**src/rtl/arr2x2_ctrl_pkg.sv**
```systemverilog
// Shared definitions for the 2x2 array controller.
// Contents: schedule state enum, operand/accumulator widths, default array
// latency and the width of the in-job cycle counter.
package arr_pkg;

    localparam int DATA_W        = 8;
    localparam int ACC_W         = 24;
    localparam int LAT_C_DEFAULT = 2;
    // Counter must reach LAT_C+2 for LAT_C up to 15.
    localparam int CNT_W         = 5;

    typedef enum logic [2:0] {
        S_IDLE,
        S_LOADW0,
        S_LOADW1,
        S_FEED0,
        S_FEED1,
        S_FEED2,
        S_DRAIN,
        S_DONE
    } state_t;

endpackage

```
**src/rtl/arr2x2_ctrl_if.sv**
```systemverilog
// Job-side interface of the 2x2 array controller.
// master: job requester (drives start/keep_w/operands, reads busy/done/results)
// slave : controller
// Optional macro ARR_CTRL_FAULT_EN adds the fault-injection requests
// inj_mac / inj_mult, latched by the controller together with start.
interface arr2x2_ctrl_if;
    import arr_pkg::*;

    logic              start;
    logic              keep_w;
    logic [DATA_W-1:0] w00, w01, w10, w11;
    logic [DATA_W-1:0] a00, a01, a10, a11;
    logic              busy;
    logic              done;
    logic [ACC_W-1:0]  r00, r01, r10, r11;

`ifdef ARR_CTRL_FAULT_EN
    logic              inj_mac;
    logic              inj_mult;

    modport master (
        output start, keep_w, w00, w01, w10, w11, a00, a01, a10, a11,
               inj_mac, inj_mult,
        input  busy, done, r00, r01, r10, r11
    );
    modport slave (
        input  start, keep_w, w00, w01, w10, w11, a00, a01, a10, a11,
               inj_mac, inj_mult,
        output busy, done, r00, r01, r10, r11
    );
`else
    modport master (
        output start, keep_w, w00, w01, w10, w11, a00, a01, a10, a11,
        input  busy, done, r00, r01, r10, r11
    );
    modport slave (
        input  start, keep_w, w00, w01, w10, w11, a00, a01, a10, a11,
        output busy, done, r00, r01, r10, r11
    );
`endif

endinterface

```
**src/rtl/arr2x2_ctrl.sv**
```systemverilog
// Controller for a 2x2 weight-stationary systolic array.
// Loads the weight matrix in two beats (unless reusing valid weights), feeds
// the activation matrix in a skewed three-beat pattern, captures the four
// results from the array outputs at fixed latencies and pulses done.
// Ports:
//   clk, rst             clock, synchronous active-high reset
//   job (slave)          start/keep_w/operands in, busy/done/r00..r11 out
//   w1_in, w2_in         weight drives (non-zero only while loading)
//   a1_in, a2_in         skewed activation drives
//   hold                 array weight hold
//   Err_mac, Err_mult    array fault controls
//   c1_out, c2_out       array result columns
// Parameter LAT_C: cycles from first activation beat to first valid c1_out (>=1).
// Optional macro ARR_CTRL_FAULT_EN: Err_* follow the fault requests latched
// with start while the array is fed/drained; otherwise Err_* are tied low.
module arr2x2_ctrl
    import arr_pkg::*;
#(
    parameter int LAT_C = LAT_C_DEFAULT
) (
    input  logic              clk,
    input  logic              rst,
    arr2x2_ctrl_if.slave      job,
    output logic [DATA_W-1:0] w1_in,
    output logic [DATA_W-1:0] w2_in,
    output logic [DATA_W-1:0] a1_in,
    output logic [DATA_W-1:0] a2_in,
    output logic              hold,
    output logic              Err_mac,
    output logic              Err_mult,
    input  logic [ACC_W-1:0]  c1_out,
    input  logic [ACC_W-1:0]  c2_out
);

    localparam logic [CNT_W-1:0] T_R00  = CNT_W'(LAT_C);
    localparam logic [CNT_W-1:0] T_MID  = CNT_W'(LAT_C + 1);
    localparam logic [CNT_W-1:0] T_LAST = CNT_W'(LAT_C + 2);

    state_t                       state_reg, state_next;
    logic [CNT_W-1:0]             t_reg;
    logic                         wvalid_reg;
    logic                         hold_reg;
    logic [ACC_W-1:0]             r00_reg, r01_reg, r10_reg, r11_reg;
    logic [3:0][DATA_W-1:0]       w_reg, a_reg;
    logic [3:0][DATA_W-1:0]       w_vec, a_vec;
    logic                         accept;
    logic                         running;

    // Element order 0..3 = 00, 01, 10, 11.
    assign w_vec   = {job.w11, job.w10, job.w01, job.w00};
    assign a_vec   = {job.a11, job.a10, job.a01, job.a00};
    assign accept  = (state_reg == S_IDLE) && job.start;
    assign running = state_reg inside {S_FEED0, S_FEED1, S_FEED2, S_DRAIN};

    generate
        for (genvar gi = 0; gi < 4; gi++) begin : g_operand
            always_ff @(posedge clk) begin
                if (rst) begin
                    w_reg[gi] <= '0;
                    a_reg[gi] <= '0;
                end else if (accept) begin
                    w_reg[gi] <= w_vec[gi];
                    a_reg[gi] <= a_vec[gi];
                end
            end
        end
    endgenerate

    always_comb begin
        state_next = state_reg;
        w1_in      = '0;
        w2_in      = '0;
        a1_in      = '0;
        a2_in      = '0;
        case (state_reg)
            S_IDLE: begin
                if (job.start) begin
                    state_next = (job.keep_w && wvalid_reg) ? S_FEED0 : S_LOADW0;
                end
            end
            S_LOADW0: begin
                w1_in      = w_reg[0];
                w2_in      = w_reg[1];
                state_next = S_LOADW1;
            end
            S_LOADW1: begin
                w1_in      = w_reg[2];
                w2_in      = w_reg[3];
                state_next = S_FEED0;
            end
            S_FEED0: begin
                a1_in      = a_reg[0];
                state_next = S_FEED1;
            end
            S_FEED1: begin
                a1_in      = a_reg[2];
                a2_in      = a_reg[1];
                state_next = S_FEED2;
            end
            S_FEED2: begin
                a2_in      = a_reg[3];
                state_next = S_DRAIN;
            end
            S_DRAIN: begin
                if (t_reg == T_LAST) begin
                    state_next = S_DONE;
                end
            end
            S_DONE:  state_next = S_IDLE;
            default: state_next = S_IDLE;
        endcase
    end

    always_ff @(posedge clk) begin
        if (rst) begin
            state_reg  <= S_IDLE;
            t_reg      <= '0;
            wvalid_reg <= 1'b0;
            hold_reg   <= 1'b0;
        end else begin
            state_reg <= state_next;
            // t is zero on entry to FEED0 because it idles at zero elsewhere.
            t_reg     <= running ? t_reg + 1'b1 : '0;
            if (state_reg == S_LOADW1) begin
                wvalid_reg <= 1'b1;
            end
            // hold drops for the load beats and is kept high afterwards,
            // including the idle time between jobs.
            if (state_next inside {S_LOADW0, S_LOADW1}) begin
                hold_reg <= 1'b0;
            end else if (state_next == S_FEED0) begin
                hold_reg <= 1'b1;
            end
        end
    end

    always_ff @(posedge clk) begin
        if (rst) begin
            r00_reg <= '0;
            r01_reg <= '0;
            r10_reg <= '0;
            r11_reg <= '0;
        end else if (running) begin
            if (t_reg == T_R00) begin
                r00_reg <= c1_out;
            end
            if (t_reg == T_MID) begin
                r10_reg <= c1_out;
                r01_reg <= c2_out;
            end
            if (t_reg == T_LAST) begin
                r11_reg <= c2_out;
            end
        end
    end

`ifdef ARR_CTRL_FAULT_EN
    logic inj_mac_reg, inj_mult_reg;

    always_ff @(posedge clk) begin
        if (rst) begin
            inj_mac_reg  <= 1'b0;
            inj_mult_reg <= 1'b0;
        end else if (accept) begin
            inj_mac_reg  <= job.inj_mac;
            inj_mult_reg <= job.inj_mult;
        end
    end

    assign Err_mac  = running & inj_mac_reg;
    assign Err_mult = running & inj_mult_reg;
`else
    assign Err_mac  = 1'b0;
    assign Err_mult = 1'b0;
`endif

    assign hold     = hold_reg;
    assign job.busy = (state_reg != S_IDLE);
    assign job.done = (state_reg == S_DONE);
    assign job.r00  = r00_reg;
    assign job.r01  = r01_reg;
    assign job.r10  = r10_reg;
    assign job.r11  = r11_reg;

endmodule
```
**src/flat_wrapper.sv**
```systemverilog
// flat-port wrapper written by rule: the top's interface ports become plain ports
module arr2x2_ctrl_flat import arr_pkg::*;
#(
    parameter int LAT_C = LAT_C_DEFAULT
)
  (clk, rst, w1_in, w2_in, a1_in, a2_in, hold, Err_mac, Err_mult, c1_out, c2_out, job_start, job_keep_w, job_w00, job_w01, job_w10, job_w11, job_a00, job_a01, job_a10, job_a11, job_busy, job_done, job_r00, job_r01, job_r10, job_r11);
  arr2x2_ctrl_if job_i ();
  input  logic clk;
  input  logic rst;
  output logic [DATA_W-1:0] w1_in;
  output logic [DATA_W-1:0] w2_in;
  output logic [DATA_W-1:0] a1_in;
  output logic [DATA_W-1:0] a2_in;
  output logic hold;
  output logic Err_mac;
  output logic Err_mult;
  input  logic [ACC_W-1:0] c1_out;
  input  logic [ACC_W-1:0] c2_out;
  input wire logic [$bits(job_i.start)-1:0] job_start;
  input wire logic [$bits(job_i.keep_w)-1:0] job_keep_w;
  input wire logic [$bits(job_i.w00)-1:0] job_w00;
  input wire logic [$bits(job_i.w01)-1:0] job_w01;
  input wire logic [$bits(job_i.w10)-1:0] job_w10;
  input wire logic [$bits(job_i.w11)-1:0] job_w11;
  input wire logic [$bits(job_i.a00)-1:0] job_a00;
  input wire logic [$bits(job_i.a01)-1:0] job_a01;
  input wire logic [$bits(job_i.a10)-1:0] job_a10;
  input wire logic [$bits(job_i.a11)-1:0] job_a11;
  output wire logic [$bits(job_i.busy)-1:0] job_busy;
  output wire logic [$bits(job_i.done)-1:0] job_done;
  output wire logic [$bits(job_i.r00)-1:0] job_r00;
  output wire logic [$bits(job_i.r01)-1:0] job_r01;
  output wire logic [$bits(job_i.r10)-1:0] job_r10;
  output wire logic [$bits(job_i.r11)-1:0] job_r11;
  assign job_i.start = job_start;
  assign job_i.keep_w = job_keep_w;
  assign job_i.w00 = job_w00;
  assign job_i.w01 = job_w01;
  assign job_i.w10 = job_w10;
  assign job_i.w11 = job_w11;
  assign job_i.a00 = job_a00;
  assign job_i.a01 = job_a01;
  assign job_i.a10 = job_a10;
  assign job_i.a11 = job_a11;
  assign job_busy = job_i.busy;
  assign job_done = job_i.done;
  assign job_r00 = job_i.r00;
  assign job_r01 = job_i.r01;
  assign job_r10 = job_i.r10;
  assign job_r11 = job_i.r11;
  arr2x2_ctrl #(.LAT_C(LAT_C)) u_core (.clk(clk), .rst(rst), .job(job_i), .w1_in(w1_in), .w2_in(w2_in), .a1_in(a1_in), .a2_in(a2_in), .hold(hold), .Err_mac(Err_mac), .Err_mult(Err_mult), .c1_out(c1_out), .c2_out(c2_out));
endmodule
```
**config.mk**
```make
export PLATFORM = sky130hd
export DESIGN_NAME = arr2x2_ctrl_flat
export DESIGN_NICKNAME = d
export VERILOG_FILES = /design/src/rtl/arr2x2_ctrl_pkg.sv /design/src/rtl/arr2x2_ctrl_if.sv /design/src/rtl/arr2x2_ctrl.sv /design/src/flat_wrapper.sv
export SDC_FILE = /design/constraint.sdc
export NUM_CORES = 1
export LEC_CHECK = 0
export CAP_MARGIN = 20
export CORE_MARGIN = 2
export CORE_UTILIZATION = 45
export DETAILED_ROUTE_END_ITERATION = 8
export GPL_ROUTABILITY_DRIVEN = 0
export GPL_TIMING_DRIVEN = 0
export HOLD_SLACK_MARGIN = 0.06
export PLACE_DENSITY_LB_ADDON = 0.05
export SETUP_SLACK_MARGIN = 0.2
export SKIP_LAST_GASP = 1
export SLEW_MARGIN = 20
export SYNTH_ARGS = -nofsm -noshare
export SYNTH_HDL_FRONTEND = slang
export SYNTH_SLANG_ARGS = --single-unit
export TNS_END_PERCENT = 20
```
**constraint.sdc**
```tcl
create_clock -name clk -period 1.7 [get_ports clk]
set_input_delay 0.17 -clock clk [delete_from_list [all_inputs] [get_ports clk]]
set_output_delay 0.17 -clock clk [all_outputs]
set_load 0.005 [all_outputs]
```
## Word-level counts from Yosys, hierarchy flattened

Cells that the tools add are included.

- Output and inout port bits: 133
- Bits of input ports: 116
- Register bits after elaboration: 170

- Muxes and demuxes: 8
- Add/sub/neg operators: 1
- Eq/ne operators: 13
- Bitwise gates (word level): 1
- Reductions and logical operators: 11

Operators with widths:

| cell | number |
|---|---|
| $pmux W8 S2 | 4 |
| $pmux W3 S8 | 1 |
| $eq A3 B2 Y1 const B | 4 |
| $eq A3 B3 Y1 const B | 4 |
| $eq A5 B2 Y1 const B | 2 |
| $eq A3 B1 Y1 const B | 2 |
| $mux W3 | 2 |
| $reduce_and A2 Y1 | 3 |
| $add A5 B1 Y5 const B | 1 |
| $eq A5 B3 Y1 const B | 1 |
| $reduce_bool A4 Y1 | 1 |
| $reduce_or A2 Y1 | 2 |
| $logic_not A3 Y1 | 1 |
| $reduce_bool A3 Y1 | 1 |
| $logic_and A1 B1 Y1 | 2 |
| $mux W2 | 1 |
| $reduce_bool A2 Y1 | 1 |
| $not A1 Y1 | 1 |

## Logic depth before layout (Yosys ltp)

Gate-level depths: netlist (run 1).

- Depth in word-level cells: 7
- Depth in mapped cells: 6

## Worst setup path before layout (run 1)

No wires, ideal clock.

- Path kind: register to output
- From: register u_core.state_reg[2]
- To: output port w1_in[0]
- Path buffers: 2
- Required time: 1.530 ns
- Slack: 0.153 ns
- Stages on the path, launching flop included: 5
- Data arrival time: 1.377 ns
- Cells stage by stage: dfxtp_1 > clkbuf_1 > nor3b_2 > clkbuf_1 > a22o_1

- Longest elaborated chain between the ends: 2

RTL lines:

| item | RTL line | source |
|---|---|---|
| start, declared | arr2x2_ctrl.sv:39 | `state_t state_reg, state_next;` |
| start signal, assigned | arr2x2_ctrl.sv:121 | `state_reg <= state_next;` |
| $eq A3 B2 Y1 / $eq A3 B1 Y1 (equally long branches) | arr2x2_ctrl.sv:75 | `case (state_reg)` |
| $pmux W8 S2 (*) | arr2x2_ctrl.sv:75 |  |
| end, declared | flat_wrapper.sv:10 | `output logic [DATA_W-1:0] w1_in;` |

Mark *: on every way between the ends. The rest lies on a longest branch, timed or not.

## Final worst setup path (run 1)

- From: register u_core.state_reg[0]
- To: output port w1_in[0]

The elaborated chain is that of the path after synthesis.

==> results of run 1 <==
-- layer usage --
layer,wire (um),track usage
met4,906,0.0991
met2,9990,0.404
met5,0,0
met3,1890,0.0818
met1,9140,0.299
-- area by class of cell --
type	count	area [um^2]
inverters	5	18.8
flip-flops and latches	170	3410
well taps	211	264
multi-input cells	519	3500
fillers	1113	3920
clock buffers	17	425
repair buffers	310	3000
clock inverters	14	220
plain buffers	57	493
-- layout by cell type (no fill, tap or decap), drive strengths merged --
| cell | netlist | final |
|---|---|---|
| clkdlybuf4s50 | 0 | 211 |
| dfxtp | 170 | 170 |
| nand2b | 144 | 144 |
| nand2 | 130 | 130 |
| buf | 18 | 122 |
| mux2i | 104 | 104 |
| a21oi | 66 | 66 |
| clkbuf | 39 | 51 |
| a22o | 24 | 24 |
| nor2 | 17 | 17 |
| inv | 5 | 8 |
| bufinv | 0 | 5 |
| clkinvlp | 0 | 4 |
| nor3b | 3 | 3 |
| nand3 | 3 | 3 |
| ha | 3 | 3 |
| nor3 | 3 | 3 |
| xor2 | 2 | 2 |
| conb | 1 | 2 |
| o211ai | 2 | 2 |
| clkinv | 0 | 2 |
| and3b | 1 | 1 |
| and3 | 1 | 1 |
| or3 | 1 | 1 |
| nor4b | 1 | 1 |
| or4b | 1 | 1 |
| a21boi | 1 | 1 |
| o2111a | 1 | 1 |
| o211a | 1 | 1 |
| o21bai | 1 | 1 |
| xnor2 | 1 | 1 |
| o31a | 1 | 1 |
| a31oi | 1 | 1 |
| nor4 | 1 | 1 |
| a21o | 1 | 1 |
| o21ai | 1 | 1 |
| a211o | 1 | 1 |
-- metrics by stage --
stage	total power [uW]	instance area, um^2	TNS (ps)
finish	10100	11300	-22160
global route	10400	11300	-34190
CTS	9790	10900	-19420
detailed placement	5280	9770	-42040
global placement	5270	9770	-39750
floorplan	4780	7050	0
-- cell families (layout without fill, tap and decap cells) --
| group | Yosys count | after routing |
|---|---|---|
| other | 1 | 2 |
| buffers and inverters | 62 | 403 |
| adders and majority gates | 3 | 3 |
| and+or+nand+nor | 306 | 306 |
| AOI/OAI and AO/OA | 101 | 101 |
| DFF | 170 | 170 |
| xor gates and xnor gates | 3 | 3 |
| muxes | 104 | 104 |
-- cell usage after synthesis (4+ instances only) --
| cell | instances |
|---|---|
| nand2b_1 | 144 |
| buf_6 | 7 |
| mux2i_1 | 104 |
| nor2_1 | 17 |
| inv_1 | 5 |
| a22o_1 | 24 |
| a21oi_1 | 66 |
| dfxtp_1 | 170 |
| clkbuf_1 | 39 |
| buf_2 | 7 |
| buf_4 | 4 |
| nand2_1 | 130 |
-- critical path, cell delays in order (launching register included) --
cell and delay, ps:
dfxtp_4 350, buf_8 130, nor3b_4 310, clkbuf_8 220, buf_6 110, buf_6 90
a22o_1 110, buf_2 120
-- power by group --
part / switching [uW] / internal (uW) / total [uW]
registers: 91.9 / 4120 / 4210
logic: 682 / 919 / 1600
clock network: 1640 / 2610 / 4250
total: 2410 / 7650 / 10100
-- repair_timing --
action,CTS,global route
cloned,3,7
endpoints found under the setup margin,187,213
pin swaps,24,6
setup buffers,46,9
hold endpoints to repair,0,0
resized for setup,211,103
-- worst max path at each step --
stage / startpoint / end / depth (start not counted)
4_1_cts: u_core.state_reg[0] / w2_in[4] / 7
3_5_place_dp: u_core.state_reg[0] / w2_in[4] / 5
3_3_place_gp: u_core.state_reg[0] / w2_in[4] / 5
6_report: u_core.state_reg[0] / w1_in[0] / 7
2_1_floorplan: u_core.state_reg[0] / w1_in[0] / 4
5_1_grt: u_core.state_reg[2] / w1_in[0] / 7
==> flow_metrics.env, run 1 <==
export IMPL_synth_cell_types=37
export IMPL_finalSetupViolations=172
export IMPL_synth_edf_count=0
export IMPL_fin_util=0.743
export IMPL_status="finished with violations"
export IMPL_drt_iter0_drc=325
export IMPL_io_pins=249
export IMPL_maxCapViolCount=0
export IMPL_worst_path_max_fanout=5
export IMPL_cts_tree="yes"
export IMPL_via_per_inst=4.98
export IMPL_ctsLongestPathBuffers=2
export IMPL_start_util=0.462
export IMPL_syn_cell_area_um2=7040
export IMPL_fp_dieArea_um2=16700
export IMPL_num_rows=45
export IMPL_ctsHtreeMaxLevel=4
export IMPL_pre_cts_slack_ps=-760
export IMPL_fmax_mhz=490
export IMPL_grt_start_max_net_pins=17
export IMPL_final_setup_worst_slack_ps=-343
export IMPL_drtAntennaViolNets=0
export IMPL_yosysWarnings=0
export IMPL_cts_buffers=17
export IMPL_grt_pass1_vias=6253
export IMPL_finClkSkew_ps=10.2
export IMPL_drt_pass1_iter_count=5
export IMPL_worst_setup_path_end_kind="output pin"
export IMPL_arrival_ps=1870
export IMPL_holdPathEnd="u_core.a_reg[10]"
export IMPL_vias=6493
export IMPL_finalCriticalPeriod_ps=2040
export IMPL_synth_fa_ha_area_frac=0.00533
export IMPL_synth_compound_area_frac=0.0924
export IMPL_clock_sinks=170
export IMPL_routedWlPerCell_um=16.8
export IMPL_drive_gt1_frac=0.195
export IMPL_max_slew_margin_rel=0.565
export IMPL_fin_cells=1303
export IMPL_tightest_slew_ps=653
export IMPL_hpwlAfterDp_mm=13.5
export IMPL_yosysTopAreaCellShare=0.483
export IMPL_rr_worst_depth=8
export IMPL_syn_avg_cell_area_um2=9.39
export IMPL_min_period_over_period=1.20
export IMPL_die_w_um=129
export IMPL_fp_coreArea_um2=15300
export IMPL_place_inst=1207
export IMPL_synthCells=750
export IMPL_grt_first_pass_wirelength_mm=32.1
export IMPL_antenna_found_initial=0
export IMPL_clk_latency_ps=430
export IMPL_peakVddDrop_mv=0.643
export IMPL_holdWs_ps=285
export IMPL_worstPathRequired_ps=1530
export IMPL_drc=0
export IMPL_reg2reg_slack_ps=-250
export IMPL_synth_top_family_by_area="simple AND/OR/NAND/NOR gates"
export IMPL_hp_class="in2reg"
export IMPL_cts_hold_buf=0
export IMPL_synth_area_mux_share=0.148
export IMPL_portBuffers=245
export IMPL_hold_violations=0
export IMPL_leakagePower_uw=0.00467
export IMPL_die_h_um=129
export IMPL_timing_rr_end="u_core.w_reg[0]"
export IMPL_async_reset_ff_frac=0
export IMPL_r2r_start="u_core.state_reg[2]"
export IMPL_post_synth_and_or_nand_nor_area_fraction=0.223
export IMPL_nNetsFinal=1199
export IMPL_clk_pin_slew_worst_paths_ps=60
export IMPL_grtUsageTotal=0.246
export IMPL_ys_ff_latch=170
export IMPL_syn2layout_area_growth_pct=61.0
export IMPL_overflow=0
export IMPL_critPathLaunchType="flop"
export IMPL_min_delay_start="job_a01[2]"
export IMPL_synthXorXnorAreaFrac=0.00373
export IMPL_ys_seq_area_frac=0.483
export IMPL_synth_ff_type="dfxtp_1"
export IMPL_root_buffer="clkbuf_16"
export IMPL_synthTopCellsByArea="dfxtp_1 (48%), mux2i_1 (15%), nand2b_1 (13%), nand2_1 (6.9%), a21oi_1 (4.7%)"
export IMPL_violations="negative setup slack"
export IMPL_hold_depth=3
export IMPL_num_antenna_cells=0
export IMPL_p_per_area_nw_per_um2=887
export IMPL_rsz0062_at_grt="true"
export IMPL_critPathKind="reg2out"
export IMPL_synth_area_leader_cell="dfxtp_1"
export IMPL_slew_violations=0
export IMPL_routed_wl_mm=21.9
No activity file was read; power rests on OpenSTA's default activity.
==> run 2, diff against run 1 <==
==> constraint.sdc (replaced) <==
create_clock -name clk -period 2.1 [get_ports clk]
set_input_delay 0.21 -clock clk [delete_from_list [all_inputs] [get_ports clk]]
set_output_delay 0.21 -clock clk [all_outputs]
set_load 0.005 [all_outputs]
==> flow_metrics.env, run 2 (synthesis results as in run 1) <==
export IMPL_violations="negative setup slack"
export IMPL_routed_wl_mm=20.0
export IMPL_portBuffers=245
export IMPL_fmax_mhz=475
export IMPL_final_cell_mix="clkdlybuf4s50_1 (217), dfxtp_1 (167), nand2b_1 (144), nand2_1 (129), mux2i_1 (103)"
export IMPL_leakagePower_uw=0.00440
export IMPL_arrival_ps=1900
export IMPL_hp_class="in2reg"
export IMPL_p_per_area_nw_per_um2=704
export IMPL_critPathKind="reg2out"
export IMPL_worstPathRequired_ps=1890
export IMPL_root_buffer="clkbuf_16"
export IMPL_tightest_slew_ps=568
export IMPL_final_cell_area_um2=10700
export IMPL_holdWs_ps=316
export IMPL_die_w_um=129
export IMPL_io_pins=249
export IMPL_maxCapViolCount=0
export IMPL_p_sw_uw=1750
export IMPL_fp_dieArea_um2=16700
export IMPL_vias=6189
export IMPL_clock_power_share=0.423
export IMPL_status="finished with violations"
export IMPL_drt_iter0_drc=319
export IMPL_worst_setup_path_end_kind="output pin"
export IMPL_drive_gt1_frac=0.109
export IMPL_num_antenna_cells=0
export IMPL_grt_start_max_net_pins=17
export IMPL_dpl_cell_area_um2=9760
export IMPL_via_per_inst=4.87
export IMPL_final_setup_worst_slack_ps=-7.42
export IMPL_ctsLongestPathBuffers=2
export IMPL_antenna_found_initial=0
export IMPL_clock_sinks=170
export IMPL_finClkSkew_ps=5.60
export IMPL_tns_ps=-14.1
export IMPL_ctsHtreeMaxLevel=4
export IMPL_min_period_over_period=1.00
export IMPL_cts_buffers=17
export IMPL_rsz0062_at_grt="true"
export IMPL_die_h_um=129
export IMPL_sw_frac_of_total=0.232
export IMPL_hold_violations=0
export IMPL_fp_coreArea_um2=15300
export IMPL_start_util=0.462
export IMPL_finalSetupViolations=2
export IMPL_grt_first_pass_wirelength_mm=30.6
export IMPL_clk_latency_ps=420
export IMPL_drtAntennaViolNets=0
export IMPL_hpwlAfterDp_mm=13.5
export IMPL_drc=0
export IMPL_max_slew_margin_rel=0.621
export IMPL_nNetsFinal=1168
export IMPL_finalCriticalPeriod_ps=2110
export IMPL_worst_path_max_fanout=5
export IMPL_grt_pass1_vias=5947
export IMPL_seqPwrFrac=0.449
export IMPL_peakVddDrop_mv=0.631
export IMPL_critPathLaunchType="flop"
export IMPL_overflow=0
export IMPL_combPwrFrac=0.129
export IMPL_grtUsageTotal=0.237
export IMPL_routedWlPerCell_um=15.7
export IMPL_num_rows=45
export IMPL_drt_pass1_iter_count=5
export IMPL_pre_cts_slack_ps=-531
export IMPL_cts_hold_buf=0
export IMPL_cts_tree="yes"
export IMPL_mostFrequentLayoutCell="clkdlybuf4s50_1"
export IMPL_p_int_uw=5810
export IMPL_slew_violations=0
export IMPL_clk_pin_slew_worst_paths_ps=70
export IMPL_syn2layout_area_growth_pct=52.6
[run 2: changes by cell type in the layout (fill, tap and decap cells not counted), moves of 14 or more]
cell / before / now
buf_6: 39 / 15
nand2_1: 103 / 129
buf_2: 38 / 16
nand2_2: 21 / 0
dlygate4sd2_1: 0 / 14
[run 2: critical path: stages, from the launching register on]
cell and delay, ps:
dfxtp_4 360, buf_8 130, nor3b_4 310, clkbuf_8 200, buf_4 110, buf_4 120
a22o_1 130, buf_2 110
[run 2: per-layer routing]
metal  track usage  wire length [um]  vias up  part of all wire
met5             0                 0        -                 0
met4        0.0978               478        0             0.024
met3        0.0772              1460       29             0.073
met2         0.379              9490      206              0.48
met1         0.296              8530     2869              0.43
li1              -                 -     3085                 -
[run 2: power by group through the flow]
stage	logic (uW)	clock network, uW	registers (uW)
6_report	972	3200	3400
2_1_floorplan	416	0	3450
3_5_place_dp	808	0	3460
3_3_place_gp	802	0	3460
5_1_grt	1050	3390	3410
4_1_cts	930	3230	3390
[run 2: stage by stage]
step / utilization / instances / power [uW]
after floorplan: - / 751 / 3860
after global placement: 0.640 / 1207 / 4260
after detailed placement: 0.640 / 1207 / 4270
after CTS: 0.700 / 1269 / 7550
after global routing: 0.704 / 1272 / 7850
final: 0.704 / 1272 / 7560
[run 2: what timing repair did]
action                                  in CTS  in global routing
gates resized for setup                     82                 42
endpoints found under the hold margin        0                  0
endpoints found under the setup margin      35                122
setup buffers                               30                  3
pin swaps                                    7                  2
gates cloned                                 1                  0
[run 2: worst paths after layout]
kind	cells past startpoint	slack (ps)	end	startpoint
setup reg to reg	6	180	u_core.w_reg[27]	u_core.state_reg[2]
hold reg to reg	2	450	u_core.a_reg[21]	u_core.a_reg[21]
hold / removal	3	320	u_core.job.r00[21]	rst
setup / recovery	7	-7	w2_in[0]	u_core.state_reg[2]
[run 2: area by class of cell]
cell class / instances / area (um^2)
fill: 1239 / 4510
sequential: 170 / 3410
multi-input combinational: 519 / 3380
timing repair buffer: 279 / 2710
clock buffer: 23 / 478
buffer: 57 / 369
tap: 211 / 264
clock inverter: 8 / 118
inverter: 5 / 18.8
==> run 3, diff against run 2 <==
--- a/config.mk
+++ b/config.mk
@@ -6,7 +6,6 @@
 export NUM_CORES = 1
 export LEC_CHECK = 0
 export CAP_MARGIN = 20
-export CORE_MARGIN = 2
 export CORE_UTILIZATION = 45
 export DETAILED_ROUTE_END_ITERATION = 8
 export GPL_ROUTABILITY_DRIVEN = 0
==> flow_metrics.env, run 3 (synthesis results as in run 1) <==
export IMPL_status="complete, no violations"
export IMPL_ctsHtreeMaxLevel=4
export IMPL_holdPathEnd="u_core.a_reg[10]"
export IMPL_grt_pass1_vias=6057
export IMPL_drt_pass1_iter_count=6
export IMPL_slew_violations=0
export IMPL_min_delay_start="job_a01[2]"
export IMPL_grt_first_pass_wirelength_mm=30.3
export IMPL_drive_gt1_frac=0.114
export IMPL_tightest_slew_ps=575
export IMPL_grtUsageTotal=0.240
export IMPL_vias=6144
export IMPL_hp_class="in2reg"
export IMPL_holdWs_ps=322
export IMPL_start_util=0.462
export IMPL_ctsLongestPathBuffers=2
export IMPL_critPathLaunchType="flop"
export IMPL_finClkSkew_ps=12.0
export IMPL_via_per_inst=4.83
export IMPL_cts_tree="yes"
export IMPL_finalSetupViolations=0
export IMPL_p_per_area_nw_per_um2=706
export IMPL_peakVddDrop_mv=0.573
export IMPL_routed_wl_mm=19.2
export IMPL_num_rows=45
export IMPL_hpwlAfterDp_mm=13.3
export IMPL_fin_util=0.704
export IMPL_die_h_um=127
export IMPL_fmax_mhz=484
export IMPL_place_inst=1207
export IMPL_arrival_ps=1850
export IMPL_final_setup_worst_slack_ps=35.5
export IMPL_timing_rr_end="u_core.w_reg[5]"
export IMPL_worst_path_max_fanout=6
export IMPL_clock_sinks=170
export IMPL_grt_start_max_net_pins=17
export IMPL_reg2reg_slack_ps=180
export IMPL_fp_dieArea_um2=16200
export IMPL_max_slew_margin_rel=0.617
export IMPL_finalCriticalPeriod_ps=2060
export IMPL_mostFrequentLayoutCell="clkdlybuf4s50_1"
export IMPL_drc=0
export IMPL_fin_cells=1272
export IMPL_r2r_start="u_core.state_reg[0]"
export IMPL_hold_violations=0
export IMPL_drt_iter0_drc=268
export IMPL_num_antenna_cells=0
export IMPL_root_buffer="clkbuf_16"
export IMPL_leakagePower_uw=0.00443
export IMPL_rr_worst_depth=7
export IMPL_drtAntennaViolNets=0
export IMPL_portBuffers=245
export IMPL_worst_setup_path_end_kind="output pin"
export IMPL_die_w_um=127
export IMPL_clk_pin_slew_worst_paths_ps=70
export IMPL_nNetsFinal=1167
export IMPL_routedWlPerCell_um=15.1
export IMPL_antenna_found_initial=0
export IMPL_overflow=0
export IMPL_min_period_over_period=0.983
export IMPL_worstPathRequired_ps=1890
export IMPL_io_pins=249
export IMPL_pre_cts_slack_ps=-520
export IMPL_critPathKind="reg2out"
export IMPL_clk_latency_ps=430
export IMPL_final_cell_area_um2=10700
export IMPL_maxCapViolCount=0
export IMPL_rsz0062_at_grt="true"
export IMPL_hold_depth=3
export IMPL_syn2layout_area_growth_pct=52.4
export IMPL_fp_coreArea_um2=15300
export IMPL_final_cell_mix="clkdlybuf4s50_1 (214), dfxtp_1 (167), nand2b_1 (144), nand2_1 (129), mux2i_1 (104)"
export IMPL_dpl_cell_area_um2=9760
export IMPL_cts_buffers=17
run 3: changes by cell type in the layout (fill, tap and decap cells not counted), moves of 4 or more:
cell           previous run  this run
clkbuf_8                  6         2
clkbuf_2                  6        11
dlygate4sd2_1            14        10
buf_6                    15        19
clkinvlp_4                1         5
run 3: final cells by class:
class / instances / area [um^2]
well taps: 211 / 264
repair buffers: 278 / 2690
inverters: 5 / 18.8
plain buffers: 57 / 370
multi-input cells: 519 / 3370
fillers: 1234 / 4520
clock buffers: 19 / 443
flip-flops and latches: 170 / 3410
clock inverters: 13 / 168
run 3: per-layer routing:
metal / up-vias / part of all wire / track usage
met5: - / 0 / 0
met4: 0 / 0.023 / 0.102
met3: 27 / 0.070 / 0.0733
met2: 208 / 0.46 / 0.391
met1: 2819 / 0.45 / 0.295
li1: 3090 / - / -
run 3: stage by stage:
step                      total power, uW  setup TNS (ps)
after global routing                 7860           -23.1
after global placement               4260           -9310
after CTS                            7600            -424
after floorplan                      3860               0
after detailed placement             4270          -10110
final                                7580               0
run 3: critical path, cell delays in order, from the launching register on:
cell           delay [ps]
dfxtp_4               390
buf_8                 130
nor3b_4               280
buf_12                150
buf_4                 110
a22o_1                130
dlygate4sd2_1         240
run 3: worst max path at each step:
stage	cells after the start	end	slack, ps	from
floorplan	4	w1_in[0]	510	u_core.state_reg[2]
CTS	7	w1_in[7]	-50	u_core.state_reg[0]
detailed placement	5	w2_in[4]	-520	u_core.state_reg[2]
global placement	5	w2_in[4]	-510	u_core.state_reg[2]
global route	8	w2_in[6]	-10	u_core.state_reg[0]
finish	6	a1_in[6]	40	u_core.state_reg[2]
run 3: repair_timing:
item,CTS,global route
cloned,1,0
hold buffers,0,0
endpoints found under the setup margin,35,126
buffers inserted,27,5
pin swaps,7,4
gates resized for setup,78,57
run 3: power breakdown:
part	leakage [uW]	switching, uW	total (uW)	internal (uW)
Sequential	0.00138	64.7	3400	3330
Combinational	0.00277	434	951	517
Clock	0.000282	1320	3230	1910
Total	0.00443	1820	7580	5760
==> RTL change 1, RTL diff (flow settings as in run 3) <==
Set the package constant `CNT_W` to 10 (it was 5).
--- a/src/rtl/arr2x2_ctrl_pkg.sv
+++ b/src/rtl/arr2x2_ctrl_pkg.sv
@@ -7,7 +7,7 @@
     localparam int ACC_W         = 24;
     localparam int LAT_C_DEFAULT = 2;
     // Counter must reach LAT_C+2 for LAT_C up to 15.
-    localparam int CNT_W         = 5;
+    localparam int CNT_W         = 10;
 
     typedef enum logic [2:0] {
         S_IDLE,
Behaviour: no difference found for any inputs over 10 cycles, from zero or initial values and one cycle with rst high; that may be too few to reach the edited logic, so the function may still have changed.
==> RTL change 1 against run 3 <==
  * Sequential cell count rose by 5
  * Total power is 5.5% higher
  * Highest routed layer unchanged
  * Routed wire length is 2.8% higher
  * Area after synthesis increased by 1.8%
  * Setup slack gained 3.1 ps
  * Final area grew 1.4%
  * Die area is 1.8% higher
  * Critical endpoint is now job_busy
  * Sequential power increased by 3%
  * Synthesized cell count grew 4.0%
==> RTL change 1: results (changes against run 3) <==
| Metric | Value |
|---|---|
| Status | completed |
| Synth cell count leaders | dfxtp_1 (175), nand2_1 (134), nand2b_1 (121), mux2i_1 (80), a21oi_1 (67) |
| Slowest stage delay, CP | 480 ps (+90 ps) |
| Buffers outside the clock class | 333 (-0.60%) |
| Min-delay src | rst |
| Post-cts sizing count | 69 (-12%) |
| Multi-input gates | 540 (+4.0%) |
| DRT iter0 DRCs | 339 (+26%) |
| Final sequential cell count | 175 (+2.9%) |
| Synth Area in Adders | 0.5234% (-0.0096 points) |
| Worst clock skew | 5.943 ps (-6.070 ps) |
| Slew @ Worst Pin | 597.5 ps (+22.42 ps) |
| VDD IR-drop max | 0.0007059 V (+23%) |
| Fillers | 1,238 (+0.32%) |
| First-pass GRT wire length | 30,550 um (+0.89%) |
| Vias in the first global route | 6,084 (+0.45%) |
| Seq area share | 32.22% (+0.42 points) |
| Clock buffer cells | 18 (-1) |
| Synth area leaders | dfxtp_1 (49%), mux2i_1 (11%), nand2b_1 (11%) |
| Fraction of area in multi-input gates | 30.92% (-0.43 points) |
| Synth Area in XOR/XNOR | 0.9770% (+0.60 points) |
| Clk tree area frac | 6.139% (+0.45 points) |
| Hold WS | 286.6 ps (-35.63 ps) |
| Inverters | 7 (+2) |
| Hold Path Sink | u_core.job.r01[19]$_SDFFE_PP0P_ |
| Final WL | 19,720 um (+2.8%) |
| Layout Nets | 1,193 (+2.2%) |
| Detail Placement HPWL | 13,800 um (+3.8%) |
| Static Leak | 0.004691 uW (+5.9%) |
| Number of library cell types mapped by synthesis | 40 (+8.1%) |
| Reg2reg end | u_core.a_reg[21]$_SDFFE_PP0P_ |
| Crit path to | job_busy |
## RTL change 1: tightest hold or removal path, stage by stage
cell,delay [ps]
clkbuf_1,160
nand2b_1,190
mux2i_1,110
## RTL change 1: per-stage QoR
stage | std cells | cell area [sq um] | util, %
finish | 1298 | 10880 | 70.81
detailed placement | 1237 | 9892 | 64.35
floorplan | 781 | 7176 | -
global route | 1298 | 10880 | 70.81
global placement | 1237 | 9892 | 64.35
CTS | 1294 | 10830 | 70.47
## RTL change 1: metal layers
layer / up-vias / part of all wire (%) / global-route usage (%)
met1: 2949 / 45 / 30.41
met4: 0 / 1.4 / 8.235
met3: 17 / 6.9 / 6.720
li1: 3190 / - / -
met5: - / 0 / 0
met2: 185 / 47 / 39.14
## RTL change 1: power by group
group | switching [uW] | internal, uW | total (uW)
combinational | 441 | 519 | 960
sequential | 60.0 | 3430 | 3490
clock | 1370 | 2170 | 3550
total | 1870 | 6120 | 7990
==> RTL change 2, RTL diff (settings of run 3) <==
Without the edit above. Put a register stage on the output `a2_in`, cleared by the reset. The value now appears one clock later. The other outputs are not delayed to match.
--- a/src/rtl/arr2x2_ctrl.sv
+++ b/src/rtl/arr2x2_ctrl.sv
@@ -36,6 +36,8 @@
     localparam logic [CNT_W-1:0] T_MID  = CNT_W'(LAT_C + 1);
     localparam logic [CNT_W-1:0] T_LAST = CNT_W'(LAT_C + 2);
 
+    logic [DATA_W-1:0] a2_in_d;
+
     state_t                       state_reg, state_next;
     logic [CNT_W-1:0]             t_reg;
     logic                         wvalid_reg;
@@ -71,7 +73,7 @@
         w1_in      = '0;
         w2_in      = '0;
         a1_in      = '0;
-        a2_in      = '0;
+        a2_in_d    = '0;
         case (state_reg)
             S_IDLE: begin
                 if (job.start) begin
@@ -94,11 +96,11 @@
             end
             S_FEED1: begin
                 a1_in      = a_reg[2];
-                a2_in      = a_reg[1];
+                a2_in_d    = a_reg[1];
                 state_next = S_FEED2;
             end
             S_FEED2: begin
-                a2_in      = a_reg[3];
+                a2_in_d    = a_reg[3];
                 state_next = S_DRAIN;
             end
             S_DRAIN: begin
@@ -182,4 +184,12 @@
     assign job.r10  = r10_reg;
     assign job.r11  = r11_reg;
 
+    always_ff @(posedge clk) begin
+        if (rst) begin
+            a2_in <= '0;
+        end else begin
+            a2_in <= a2_in_d;
+        end
+    end
+
 endmodule
Function: changed (a bounded check fails within 10 cycles, from zero or initial values and one cycle with rst high).
==> RTL change 2 against run 3 <==
  * Synthesized cell count rose by 1.2%
  * Total power up 2.5%
  * Core utilization is 1.8 points lower
  * Final area is 1.1% higher
  * Sequential cell count increased by 8
  * Setup slack improved by 69 ps
  * Routed wire length is 0.64% higher
  * Clock power is 2% higher
  * Cell count is 0.79% higher
  * Via count decreased by 0.37%
  * Area after synthesis is 3.1% higher
  * Largest cell class unchanged
==> RTL change 2: results (changes against run 3) <==
| Metric | Value |
|---|---|
| First-pass GRT wire length | 30,320 um (+0.14%) |
| Hold crit path type | in2reg |
| Pin count of the biggest net entering global routing | 17 (unchanged) |
| Drt pass-1 iters | 4 (-2) |
| CTS root buffer | clkbuf_16 |
| Worst-path fanout max | 9 (+3) |
| Port-buffer cells | 245 (unchanged) |
| Number of library cell types mapped by synthesis | 38 (+2.7%) |
| Register area share after synthesis | 49.08% (+0.76 points) |
| VDD IR-drop max | 0.0006458 V (+13%) |
| Synth cell count leaders | dfxtp_1 (178), nand2b_1 (145), nand2_1 (130), mux2i_1 (104), a21oi_1 (65) |
| Static Leak | 0.004384 uW (-1.1%) |
| Fin cells | 1,282 (+0.79%) |
| Final WL | 19,320 um (+0.64%) |
| Vias in the first global route | 5,869 (-3.1%) |
| DP Worst Slack | -287.3 ps (+232.8 ps) |
| Primary FF master, synth | dfxtp_1 |
| Worst clock skew | 6.409 ps (-5.605 ps) |
| Crit path to | w2_in[1] |
| All-Layer GR Usage | 23.61% (-0.39 points) |
| Status | completed |
| Reg2reg end | u_core.job.r01[3]$_SDFFE_PP0P_ |
| H-tree depth | 4 (unchanged) |
| Yosys warns | 0 (unchanged) |
| Worst setup path startpoint | u_core.state_reg[0]$_SDFF_PP0_ |
| Synth area leaders | dfxtp_1 (49%), mux2i_1 (14%), nand2b_1 (12%) |
| Inserted Clock Buffers | 17 (unchanged) |
| Clk slew on worst S/H paths | 60 ps |
| Slew margin rel. | 61.71% (about the same) |
| Final min period | 1995 ps (-69.02 ps) |
| Cell family with most CP delay | buffers and inverters |
| Flop-to-flop setup slack | 210 ps (+30 ps) |
| Layout cell share with drive strength beyond 1 | 11.82% (+0.42 points) |
| FFs w/ async S/R, synth | 0% (unchanged) |
| Worst r2r src | u_core.state_reg[2]$_SDFF_PP0_ |
| DRT iter0 DRCs | 252 (-6.0%) |
| Layout Nets | 1,172 (+0.43%) |
| Worst-Skew Late Latency | 430 ps (about the same) |
| Initial antenna violation count | 0 (unchanged) |
| Via count | 6,121 (-0.37%) |
| Syn Area/Cell | 9.566 sq um (+1.9%) |
| N_diodes | 0 (unchanged) |
| Detail Placement HPWL | 13,560 um (+2.0%) |
| Slowest stage delay, CP | 320 ps (-70 ps) |
| R2R cell count | 8 (+1) |
| CP max stage cell | dfxtp_2 |
| Clock tree buffer depth | 2 (unchanged) |
[RTL change 2: cell count changes in the layout (fill, tap and decap cells not counted), moves of 5 or more]
cell and change:
dlymetal6s2s_1 -5, clkdlybuf4s50_1 +5, dfxtp_1 +8, buf_4 -6, clkbuf_2 -7, dlygate4sd2_1 -8, buf_2 +22
[RTL change 2: timing repair]
item	in CTS	in global routing
pin swaps	8	10
setup endpoints to repair	26	85
gates cloned	1	0
resized for setup	90	41
buffers inserted	25	3
[RTL change 2: layer usage]
| layer | vias up | part of all wire, % | GRT usage (%) |
|---|---|---|---|
| met1 | 2825 | 44 | 29.13 |
| met2 | 171 | 49 | 40.06 |
| li1 | 3104 | - | - |
| met4 | 0 | 1.3 | 6.990 |
| met5 | - | 0 | 0 |
| met3 | 21 | 5.8 | 6.730 |
[RTL change 2: power by group]
part | total, uW | switching (uW) | internal (uW)
registers | 3550 | 64.1 | 3490
logic | 933 | 421 | 511
clock network | 3280 | 1320 | 1960
total | 7770 | 1810 | 5960
[RTL change 2: per-stage QoR]
stage	TNS [ps]	cell area [sq um]	hold WS, ps	util [%]
3_5_place_dp	-4667	9987	447.0	63.10
5_1_grt	0	10850	320.7	68.55
2_1_floorplan	0	7264	346.0	-
6_report	0	10850	317.7	68.55
3_3_place_gp	-4566	9987	442.5	63.10
4_1_cts	0	10870	309.0	68.69
[RTL change 2: layout make-up]
cell class / instances / area (sq um)
Fill cell: 1327 / 4977
Sequential cell: 178 / 3570
Multi-Input combinational cell: 520 / 3368
Timing Repair Buffer: 274 / 2621
Clock buffer: 23 / 478.0
Buffer: 58 / 399.1
Tap cell: 216 / 270.3
Clock inverter: 9 / 128.9
Inverter: 4 / 15.01
[RTL change 2: worst min-delay path by stage]
stage,startpoint,to,slack [ps],cells past startpoint
3_5_place_dp,u_core.w_reg[15]$_SDFFE_PP0P_,u_core.w_reg[15]$_SDFFE_PP0P_,450,2
3_3_place_gp,u_core.a_reg[24]$_SDFFE_PP0P_,u_core.a_reg[24]$_SDFFE_PP0P_,440,2
6_report,job_w01[6],u_core.w_reg[14]$_SDFFE_PP0P_,320,3
5_1_grt,job_w11[3],u_core.w_reg[27]$_SDFFE_PP0P_,320,3
2_1_floorplan,job_a00[0],u_core.a_reg[0]$_SDFFE_PP0P_,350,2
4_1_cts,job_w11[5],u_core.w_reg[29]$_SDFFE_PP0P_,310,3
[RTL change 2: cells by family (layout without fill, tap and decap cells)]
logic type / Yosys count / in the layout / synth area share, %
flip-flops: 178 / 178 / 49.08
multiplexers: 104 / 104 / 14.34
AND/OR/NAND/NOR: 307 / 307 / 21.71
adder cells (fa/ha/maj): 3 / 3 / 0.5170
other: 1 / 2 / 0.05165
buffers and inverters: 62 / 368 / 4.842
AO/OA/AOI/OAI: 101 / 101 / 9.099
XOR/XNOR: 3 / 3 / 0.3619
